--- src/rtl/ram_step_player_if.sv ---
// Bus bundle for ram_step_player: step/run control, BRAM side-write port and playback outputs.
interface ram_step_player_if #(
    parameter int ADDR_W = 4,
    parameter int DATA_W = 8
);
    logic              step_in;
    logic              run;
    logic              wr_en;
    logic [ADDR_W-1:0] wr_addr;
    logic [DATA_W-1:0] wr_data;
    logic [ADDR_W-1:0] addr_out;
    logic [DATA_W-1:0] data_out;
    logic              data_valid;
    logic              wrap_out;

    modport master (
        output step_in, run, wr_en, wr_addr, wr_data,
        input  addr_out, data_out, data_valid, wrap_out
    );

    modport slave (
        input  step_in, run, wr_en, wr_addr, wr_data,
        output addr_out, data_out, data_valid, wrap_out
    );
endinterface

--- src/rtl/ram_step_player.sv ---
// Steps through a BRAM one word per rising edge of the slow step strobe, with run/pause.
// Define STEP_BOUNCE_EN for ping-pong playback (adds RUN_DOWN); default is wrap-to-0.
module ram_step_player #(
    parameter int ADDR_W    = 4,
    parameter int DATA_W    = 8,
    parameter int LAST_ADDR = 15
) (
    input  logic               clk_in,
    input  logic               rst,
    ram_step_player_if.slave   bus
);
    localparam logic [ADDR_W-1:0] LAST = ADDR_W'(LAST_ADDR);

`ifdef STEP_BOUNCE_EN
    typedef enum logic [1:0] {IDLE, RUN_UP, RUN_DOWN} state_t;
    logic dir_q, dir_d;
`else
    typedef enum logic [1:0] {IDLE, RUN_UP} state_t;
`endif

    state_t            state_q, state_d;
    logic              s1_q, s2_q, s3_q;
    logic              step;
    logic [ADDR_W-1:0] addr_q, addr_d;
    logic              wrap_q, wrap_d;
    logic              adv;
    logic              adv_q;
    logic [DATA_W-1:0] data_q, data_d;
    logic              valid_q;
    logic [DATA_W-1:0] mem_rd_q;
    logic [DATA_W-1:0] mem [0:(2**ADDR_W)-1];

    assign step = s2_q & ~s3_q;

    always_comb begin
        state_d = state_q;
        addr_d  = addr_q;
        wrap_d  = 1'b0;
        adv     = 1'b0;
`ifdef STEP_BOUNCE_EN
        dir_d   = dir_q;
`endif
        case (state_q)
            IDLE: begin
                if (bus.run) begin
`ifdef STEP_BOUNCE_EN
                    state_d = dir_q ? RUN_DOWN : RUN_UP;
`else
                    state_d = RUN_UP;
`endif
                end
            end
            RUN_UP: begin
                if (!bus.run) begin
                    state_d = IDLE;
                end else if (step) begin
                    adv = 1'b1;
                    if (addr_q == LAST) begin
                        wrap_d = 1'b1;
`ifdef STEP_BOUNCE_EN
                        addr_d  = LAST - 1'b1;
                        state_d = RUN_DOWN;
                        dir_d   = 1'b1;
`else
                        addr_d  = '0;
`endif
                    end else begin
                        addr_d = addr_q + 1'b1;
                    end
                end
            end
`ifdef STEP_BOUNCE_EN
            RUN_DOWN: begin
                if (!bus.run) begin
                    state_d = IDLE;
                end else if (step) begin
                    adv = 1'b1;
                    if (addr_q == '0) begin
                        wrap_d  = 1'b1;
                        addr_d  = {{(ADDR_W-1){1'b0}}, 1'b1};
                        state_d = RUN_UP;
                        dir_d   = 1'b0;
                    end else begin
                        addr_d = addr_q - 1'b1;
                    end
                end
            end
`endif
            default: state_d = IDLE;
        endcase
        data_d = adv_q ? mem_rd_q : data_q;
    end

    always_ff @(posedge clk_in or posedge rst) begin
        if (rst) begin
            s1_q    <= 1'b0;
            s2_q    <= 1'b0;
            s3_q    <= 1'b0;
            state_q <= IDLE;
            addr_q  <= '0;
            wrap_q  <= 1'b0;
            adv_q   <= 1'b0;
            data_q  <= '0;
            valid_q <= 1'b0;
`ifdef STEP_BOUNCE_EN
            dir_q   <= 1'b0;
`endif
        end else begin
            s1_q    <= bus.step_in;
            s2_q    <= s1_q;
            s3_q    <= s2_q;
            state_q <= state_d;
            addr_q  <= addr_d;
            wrap_q  <= wrap_d;
            adv_q   <= adv;
            data_q  <= data_d;
            valid_q <= adv_q;
`ifdef STEP_BOUNCE_EN
            dir_q   <= dir_d;
`endif
        end
    end

    // BRAM is read at the same edge the address advances, so a coincident write
    // to that word is seen as old data; data_q then re-registers it one clock later.
    always_ff @(posedge clk_in) begin
        if (bus.wr_en) begin
            mem[bus.wr_addr] <= bus.wr_data;
        end
        if (adv) begin
            mem_rd_q <= mem[addr_d];
        end
    end

    assign bus.addr_out   = addr_q;
    assign bus.data_out   = data_q;
    assign bus.data_valid = valid_q;
    assign bus.wrap_out   = wrap_q;
endmodule

--- src/flat_wrapper.sv ---
// flat-port wrapper written by rule: the top's interface ports become plain ports
module ram_step_player_flat 
#(
    parameter int ADDR_W    = 4,
    parameter int DATA_W    = 8,
    parameter int LAST_ADDR = 15
)
  (clk_in, rst, bus_step_in, bus_run, bus_wr_en, bus_wr_addr, bus_wr_data, bus_addr_out, bus_data_out, bus_data_valid, bus_wrap_out);
  ram_step_player_if #(.ADDR_W(ADDR_W), .DATA_W(DATA_W)) bus_i ();
  input  logic clk_in;
  input  logic rst;
  input wire logic [$bits(bus_i.step_in)-1:0] bus_step_in;
  input wire logic [$bits(bus_i.run)-1:0] bus_run;
  input wire logic [$bits(bus_i.wr_en)-1:0] bus_wr_en;
  input wire logic [$bits(bus_i.wr_addr)-1:0] bus_wr_addr;
  input wire logic [$bits(bus_i.wr_data)-1:0] bus_wr_data;
  output wire logic [$bits(bus_i.addr_out)-1:0] bus_addr_out;
  output wire logic [$bits(bus_i.data_out)-1:0] bus_data_out;
  output wire logic [$bits(bus_i.data_valid)-1:0] bus_data_valid;
  output wire logic [$bits(bus_i.wrap_out)-1:0] bus_wrap_out;
  assign bus_i.step_in = bus_step_in;
  assign bus_i.run = bus_run;
  assign bus_i.wr_en = bus_wr_en;
  assign bus_i.wr_addr = bus_wr_addr;
  assign bus_i.wr_data = bus_wr_data;
  assign bus_addr_out = bus_i.addr_out;
  assign bus_data_out = bus_i.data_out;
  assign bus_data_valid = bus_i.data_valid;
  assign bus_wrap_out = bus_i.wrap_out;
  ram_step_player #(.ADDR_W(ADDR_W), .DATA_W(DATA_W), .LAST_ADDR(LAST_ADDR)) u_core (.clk_in(clk_in), .rst(rst), .bus(bus_i));
endmodule
--- config.mk ---
export PLATFORM = sky130hd
export DESIGN_NAME = ram_step_player_flat
export DESIGN_NICKNAME = d
export VERILOG_FILES = /design/src/rtl/ram_step_player_if.sv /design/src/rtl/ram_step_player.sv /design/src/flat_wrapper.sv
export SDC_FILE = /design/constraint.sdc
export NUM_CORES = 1
export LEC_CHECK = 0
export CELL_PAD_IN_SITES_DETAIL_PLACEMENT = 0
export CELL_PAD_IN_SITES_GLOBAL_PLACEMENT = 1
export CORE_MARGIN = 5
export CORE_UTILIZATION = 54
export CTS_BUF_LIST = sky130_fd_sc_hd__clkbuf_8 sky130_fd_sc_hd__clkbuf_16
export CTS_CLUSTER_DIAMETER = 150
export CTS_CLUSTER_SIZE = 16
export DETAILED_ROUTE_END_ITERATION = 8
export PLACE_DENSITY_LB_ADDON = 0.3
export REMOVE_ABC_BUFFERS = 1
export SYNTH_ARGS = -nofsm -noshare
export SYNTH_HDL_FRONTEND = slang
export SYNTH_SLANG_ARGS = --single-unit
--- constraint.sdc ---
create_clock -name clk_in -period 6.68 [get_ports clk_in]
set_clock_uncertainty 0.05 [all_clocks]
set_input_delay 1.336 -clock clk_in [delete_from_list [all_inputs] [get_ports clk_in]]
set_output_delay 1.336 -clock clk_in [all_outputs]
set_load 0.005 [all_outputs]
# Word level (Yosys, flattened, before mapping)
# Memories as Yosys holds them, arrays and structs flattened. A register that Yosys moved wholly into a read port is not among the register bits.
# Index checks and enable logic that the tools add are counted.
# Widths: inputs -> output; s select.
dict set report classes {
  addsub 1
  n_eq_ne 4
  n_mux 16
  n_bitwise 2
  reduce_logical 2
}
# operator n
set op_table {}
lappend op_table {{$mux 4} 4}
lappend op_table {{$mux 1} 9}
lappend op_table {{$add 4x1->4 const B} 1}
lappend op_table {{$eq 4x4->1 const B} 1}
lappend op_table {{$mux 2} 2}
lappend op_table {{$ne 2x2->1 const B} 2}
lappend op_table {{$pmux 2 s2} 1}
lappend op_table {{$eq 2x1->1 const B} 1}
lappend op_table {{$logic_not 2->1} 1}
lappend op_table {{$reduce_and 2->1} 1}
lappend op_table {{$and 1x1->1} 1}
lappend op_table {{$not 1->1} 1}
dict set report word_totals {
  ff_bits 20
  ram_bits 128
  out_inout_bits 14
  word_cells 35
  memories 1
}
# name words width read_ports rd_ports_with_merged_regs write_ports line_no
set memory_table {}
lappend memory_table {u_core.mem 16 8 1 1 1 ram_step_player.sv:31} ;# logic [DATA_W-1:0] mem [0:(2**ADDR_W)-1];

# Longest topological paths before layout
# Gate-level depths: netlist (run 1).
dict set report depth {
  word_depth 5
  ltp_mapped 9
  depth_no_buf 8
}

# Worst setup path before layout (run 1)
# Ideal clock, no wire load.
dict set report synth_timing {
  path_type {in2reg}
  from {input port bus_run}
  to {register u_core.mem_rd_q[2] (read register of u_core.mem) (data pin)}
  arrival_time_ns 3.106
  required_ns 6.358
  setup_slack_ns 3.252
  cell_stages 8
  path_cell_list {nand4b_4 inv_4 mux2i_4 buf_6 mux2i_1 nand2_1 a32o_1 or4_1}
}
dict set report synth_via {
  elab_chain_cells 2
  elab_cells_between_ends 4
  classes_between {4 x mux}
}
# element line_no
set synth_rtl {}
lappend synth_rtl {{start: declaration} flat_wrapper.sv:13} ;# input wire logic [$bits(bus_i.run)-1:0] bus_run;
lappend synth_rtl {{$mux 1} ram_step_player.sv:54} ;# if (!bus.run) begin
lappend synth_rtl {{$mux 1} ram_step_player.sv:43} ;# case (state_q)
lappend synth_rtl {{net u_core.adv} ram_step_player.sv:26} ;# logic adv;
lappend synth_rtl {{end: declaration} ram_step_player.sv:30} ;# logic [DATA_W-1:0] mem_rd_q;
# The timed path passes the listed nets, and every way through them passes these cells.
# A chain may end at the register's enable or synchronous reset.

# Final worst setup path (run 1)
dict set report layout_timing {
  from {input port bus_run}
  to {register u_core.mem_rd_q[5] (read register of u_core.mem) (data pin)}
}
# The elaborated chain is that of the path after synthesis.

==> results of run 1 <==
[per-stage QoR]
step                util (%)  hold WS [ps]  total power, uW  area [um^2]
global route            65.0           320             2700         7140
floorplan                  -           281             1490         6030
finish                  65.0           307             2580         7140
global placement        59.7           290             1660         6550
CTS                     65.0           310             2600         7140
detailed placement      59.7           288             1670         6550
[critical path, delay by kind of cell]
kind            cells  cell delay, ps
compound gates      2             680
buf+inv             3             930
mux                 1             990
simple gates        2             740
[power by group]
part	total (uW)	internal [uW]	switching, uW
combinational	509	225	284
clock	930	579	351
sequential	1140	1110	33.2
total	2580	1910	668
[registers in the layout, summed over array words and instances, names as in the netlist]
signal                 flops
u_core.adv_q               1
u_core.bus.addr_out        4
u_core.bus.data_out        8
u_core.bus.data_valid      1
u_core.bus.wrap_out        1
u_core.mem               128
u_core.mem_rd_q            8
u_core.s1_q                1
u_core.s2_q                1
u_core.s3_q                1
u_core.state_q             1
[path summary, 6_finish.rpt]
path,from,end,slack (ps),depth (start not counted)
worst max-delay path,bus_run,u_core.mem_rd_q[5],2080,8
worst min-delay path,u_core.s1_q,u_core.s2_q,310,0
worst max register to register,u_core.s3_q,u_core.mem_rd_q[5],3120,7
min in group asynchronous,rst,u_core.s1_q,1310,2
worst min register to register,u_core.s1_q,u_core.s2_q,310,0
max in group asynchronous,rst,u_core.bus.addr_out[2],4800,2
[area by class of cell]
type,count,area (um^2)
sequential,155,4560
fill,789,3850
multi-input combinational,208,1460
clock buffer,17,425
timing repair buffer,35,338
tap,140,175
clock inverter,13,156
inverter,5,21.3
[layout by cell type, fill, tap and decap left out, types with 3 or more instances in the layout]
master	count
bufinv_16	3
dfrtp_1	19
nand2b_1	3
mux2_2	8
nor3_1	6
nand2_1	53
inv_1	5
mux2i_1	56
a32o_1	8
edfxtp_1	136
clkbuf_16	17
clkinv_4	3
clkdlybuf4s50_1	30
or4_1	9
clkinvlp_4	3
o22ai_1	9
nand3b_1	3
nor2_1	15
a21oi_1	17
buf_4	5
[cell families (layout without fill, tap and decap cells)]
family	Yosys count	after routing	share of synthesized area (%)
and+or+nand+nor	96	96	7.48
buffers and inverters	19	70	1.74
xor gates and xnor gates	2	2	0.286
DFF	155	155	74.5
adders and majority gates	1	1	0.204
muxes	65	65	11.0
AOI/OAI and AO/OA	44	44	4.76
[per-layer routing]
metal / up-vias / GRT usage (%)
li1: 1549 / -
met5: - / 0
met4: 0 / 5.88
met2: 110 / 29.5
met1: 1606 / 26.9
met3: 12 / 5.70
==> flow_summary_export.csv, run 1 <==
group,metric,value,unit
worst_setup_path,path_cells,"clkdlybuf4s50_1 > nand4b_4 > inv_4 > mux2i_4 > inv_1 > o21ai_1 > o22ai_1 > or4_1",
clock_tree,numCtsBuffers,17,
timing,slew_viol_final,0,
place,post-place-ws,1680,ps
route,dr.max_layer_used,"met4",
clock_tree,cts_max_level,4,
synthesis,synth_cell_types,38,
finish,synthToLayoutAreaGrowth,16.6,%
global_route,grt_max_degree,49,
clock_tree,clock_path_buffers,2,
synthesis,synth_common_cells,"edfxtp_1 (136), mux2i_1 (56), nand2_1 (53)",
worst_setup_path,crit_arrival,4700,ps
route,dr.first_iter.drc_count,432,
finish,drive_above_1_share,11.1,%
route,drt-wirelength-per-cell,20.5,um
global_route,antenna_found_initial,0,
timing,fmax,0.217,GHz
route,route.detailed.drc,0,
route,antenna_left,0,
synthesis,yosysTopAreaCell,"edfxtp_1",
floorplanning,row_count,38,
global_route,grt_usage,19.2,%
clock_tree,cts_tree,"yes",
global_route,gr-total-overflow,0,
synthesis,synth-edff-count,136,
floorplanning,coreArea,0.0110,mm^2
synthesis,ys_seq_area_share,74.5,%
clock_tree,cts_root_buf,"clkbuf_16",
finish,diodes,0,
pwr,p_leak,0.00263,uW
global_route,grt_pass1_vias,3317,
synthesis,ys.flop_type,"edfxtp_1",
clock_tree,post_cts_buffers,0,
floorplanning,die_h,116,um
worst_setup_path,max_stage_delay,990,ps
global_route,grt_first_pass_wirelength,18.9,mm
clock_tree,cts_hold_buf,0,
clock_tree,cts_resized,0,
timing,min_period_over_period,68.9,%
worst_setup_path,path_max_fanout,27,
route,dr.pass1.iters,4,
timing,setup_tns,0,ps
floorplanning,die_area,0.0136,mm^2
synthesis,syn_area_per_cell,16.0,um^2
floorplanning,die_width,116,um
clock_tree,path_clk_slew,60,ps
synthesis,synth.area.top_cells,"edfxtp_1 (67%), mux2i_1 (9.2%), dfrtp_1 (7.8%)",
floorplanning,start_util,55.7,%
timing,setup_viol,0,
route,wl_met1,5.01,mm
timing,slew_headroom,18.6,%
timing,worst_pin_slew,1210,ps
run,cap_violations,0,
synthesis,ys.warnings.count,0,
worst_setup_path,critPathLaunchType,"primary input",
synthesis,ys_seq_elements,155,
synthesis,synthesis.area,0.00612,mm^2
synthesis,yosysMostFrequentCell,"edfxtp_1",
worst_setup_path,slowest_stage,"mux2i_4",
place,portBuffers,30,
route,routed_wl,11.7,mm
worst_hold_path,min_path_type,"reg -> reg",
finish,final_cells,573,
pwr,p_per_area,362,mW/mm^2
finish,layout.nets,440,
worst_setup_path,cp.required,6770,ps
place,place_inst,543,
worst_setup_path,path_class,"in -> reg",
synthesis,syn_inst,382,
timing,fin_ws,2080,ps
worst_setup_path,end_kind,"flip-flop",
timing,fin_crit,4600,ps
clock_tree,clk_latency,410,ps
synthesis,yosysTopAreaCellShare,66.7,%
timing,hold_violations,0,
route,route.met2.wl,5.75,mm
place,dp_hpwl,7.61,mm
place,gp_congestion,0.739,
synthesis,async_reset_ff_share,12.3,%
clock_tree,cts_sinks,155,
route,vias,3277,
timing,rsz0062_at_grt,"no",
pwr,ir_drop,0.000392,V
route,viasPerCell,5.72,
route,wl_met3,815,um
run_status,status,"complete, no violations",
floorplanning,num_io_pins,31,
No activity file was read; power rests on OpenSTA's default activity.
==> inputs of run 2 (changes only) <==
- CORE_UTILIZATION: 54 -> 51
- clock period: 6.68 -> 4.6 ns (I/O delays scaled with it)
==> run 2 against run 1 <==
Net effect: power increased by 46%; sequential power increased by 46%; die area increased by 5.4%; worst hold slack improved by 3.2 ps; critical path type unchanged; largest power group unchanged.
==> flow_summary_export.csv, run 2 (same netlist as run 1, synthesis figures left out) <==
group,metric,value,unit
place,place_inst,552,
clock_tree,cts_sinks,155,
finish,drive_above_1_share,11.9,%
timing,worst_pin_slew,999,ps
timing,slew_headroom,32.5,%
timing,slew_viol_final,0,
route,drt-wirelength-per-cell,20.7,um
timing,fin_crit,3660,ps
global_route,grt_use_met2,27.8,%
global_route,grt_pass1_vias,3276,
timing,rsz0062_at_grt,"no",
floorplanning,start_util,51.6,%
finish,layout_common_cells,"edfxtp_1 (136), mux2i_1 (56), nand2_1 (53), clkdlybuf4s50_1 (30), dfrtp_1 (19)",
clock_tree,post_cts_buffers,0,
route,dr.pass1.iters,5,
worst_setup_path,crit_family,"buffers and inverters",
floorplanning,row_count,40,
worst_hold_path,min_path_type,"reg -> reg",
finish,layout_commonest_cell,"edfxtp_1",
place,post-place-ws,502,ps
worst_setup_path,critPathLaunch,"bus_run",
clock_tree,cts_resized,0,
worst_setup_path,critPathLaunchType,"primary input",
route,route.detailed.drc,0,
clock_tree,cts_root_buf,"clkbuf_16",
worst_setup_path,end_kind,"flip-flop",
finish,top_register,"u_core.mem",
run_status,status,"complete, no violations",
clock_tree,cts_tree,"yes",
floorplanning,num_io_pins,31,
place,postPlaceCellArea,0.00659,mm^2
worst_setup_path,reg2reg_from,"u_core.bus.addr_out[1]",
global_route,met3_usage,3.82,%
finish,largest_register_ffs,128,
pwr,p_leak,0.00265,uW
finish,layout.nets,442,
clock_tree,clk_latency,420,ps
global_route,grt_max_degree,35,
worst_setup_path,path_max_fanout,32,
timing,min_period_over_period,79.5,%
timing,setup_viol,0,
worst_setup_path,slowest_stage,"a21oi_4",
route,vias,3301,
clock_tree,numCtsBuffers,17,
worst_setup_path,cp.required,4690,ps
clock_tree,path_clk_slew,60,ps
worst_setup_path,crit_arrival,3740,ps
global_route,gr-total-overflow,0,
timing,fin_ws,945,ps
clock_tree,cts_hold_buf,0,
route,routed_wl,12.1,mm
finish,final_cells,584,
worst_setup_path,path_buf_inv,2,
route,viasPerCell,5.65,
global_route,busiest_layer,"met2",
pwr,p_per_area,524,mW/mm^2
global_route,grt_usage,18.4,%
pwr,ir_drop,0.000276,V
timing,hold_violations,0,
finish,diodes,0,
clock_tree,clock_path_buffers,2,
worst_setup_path,path_cells,"clkdlybuf4s50_1 > nand4b_4 > a21oi_4 > buf_4 > mux2i_1 > o22ai_1 > or4_1",
global_route,grt_first_pass_wirelength,19.2,mm
run,cap_violations,0,
worst_hold_path,hold_path_startpoint,"u_core.s1_q",
route,antenna_left,0,
finish,synthToLayoutAreaGrowth,17.2,%
global_route,antenna_found_initial,0,
route,dr.first_iter.drc_count,309,
floorplanning,die_area,0.0143,mm^2
place,dp_hpwl,7.78,mm
worst_setup_path,path_class,"in -> reg",
floorplanning,die_width,120,um
floorplanning,coreArea,0.0119,mm^2
place,portBuffers,30,
timing,fmax,0.274,GHz
finish,finalInstanceArea,0.00717,mm^2
timing,setup_tns,0,ps
worst_setup_path,max_stage_delay,610,ps
floorplanning,die_h,120,um
global_route,met1_usage,25.9,%
clock_tree,cts_max_level,4,
place,gp_congestion,0.801,
-- run 2: area by class of cell --
class	instances	area [um^2]
clock buffers	17	425
clock inverters	15	156
fillers	886	4690
inverters	5	21.3
multi-input cells	208	1460
flip-flops and latches	155	4560
well taps	147	184
repair buffers	37	365
-- run 2: per-stage QoR --
stage	hold WS [ps]	util, %	total power, uW
6_report	310	60.5	3760
5_1_grt	314	60.5	3920
4_1_cts	311	60.5	3790
3_5_place_dp	288	55.6	2430
3_3_place_gp	297	55.6	2410
2_1_floorplan	281	-	2160
-- run 2: report_power, final --
part / internal (uW) / total (uW) / leakage, uW / switching, uW
logic: 334 / 742 / 0.000901 / 408
clock network: 840 / 1360 / 0.000287 / 524
registers: 1610 / 1660 / 0.00146 / 44.7
total: 2780 / 3760 / 0.00265 / 977
-- run 2: final timing paths --
| kind | slack (ps) | depth (start not counted) | to |
|---|---|---|---|
| setup reg to reg | 1170 | 8 | u_core.mem_rd_q[0] |
| min in group asynchronous | 870 | 2 | u_core.state_q[0] |
| hold reg to reg | 310 | 0 | u_core.s2_q |
| hold / removal | 310 | 0 | u_core.s2_q |
| setup / recovery | 940 | 7 | u_core.mem_rd_q[0] |
| max in group asynchronous | 3190 | 2 | u_core.s3_q |
-- run 2: per-layer routing --
metal / vias up / wire [um]
li1: 1552 / -
met1: 1615 / 5530
met2: 113 / 5590
met3: 21 / 769
met4: 0 / 208
met5: - / 0
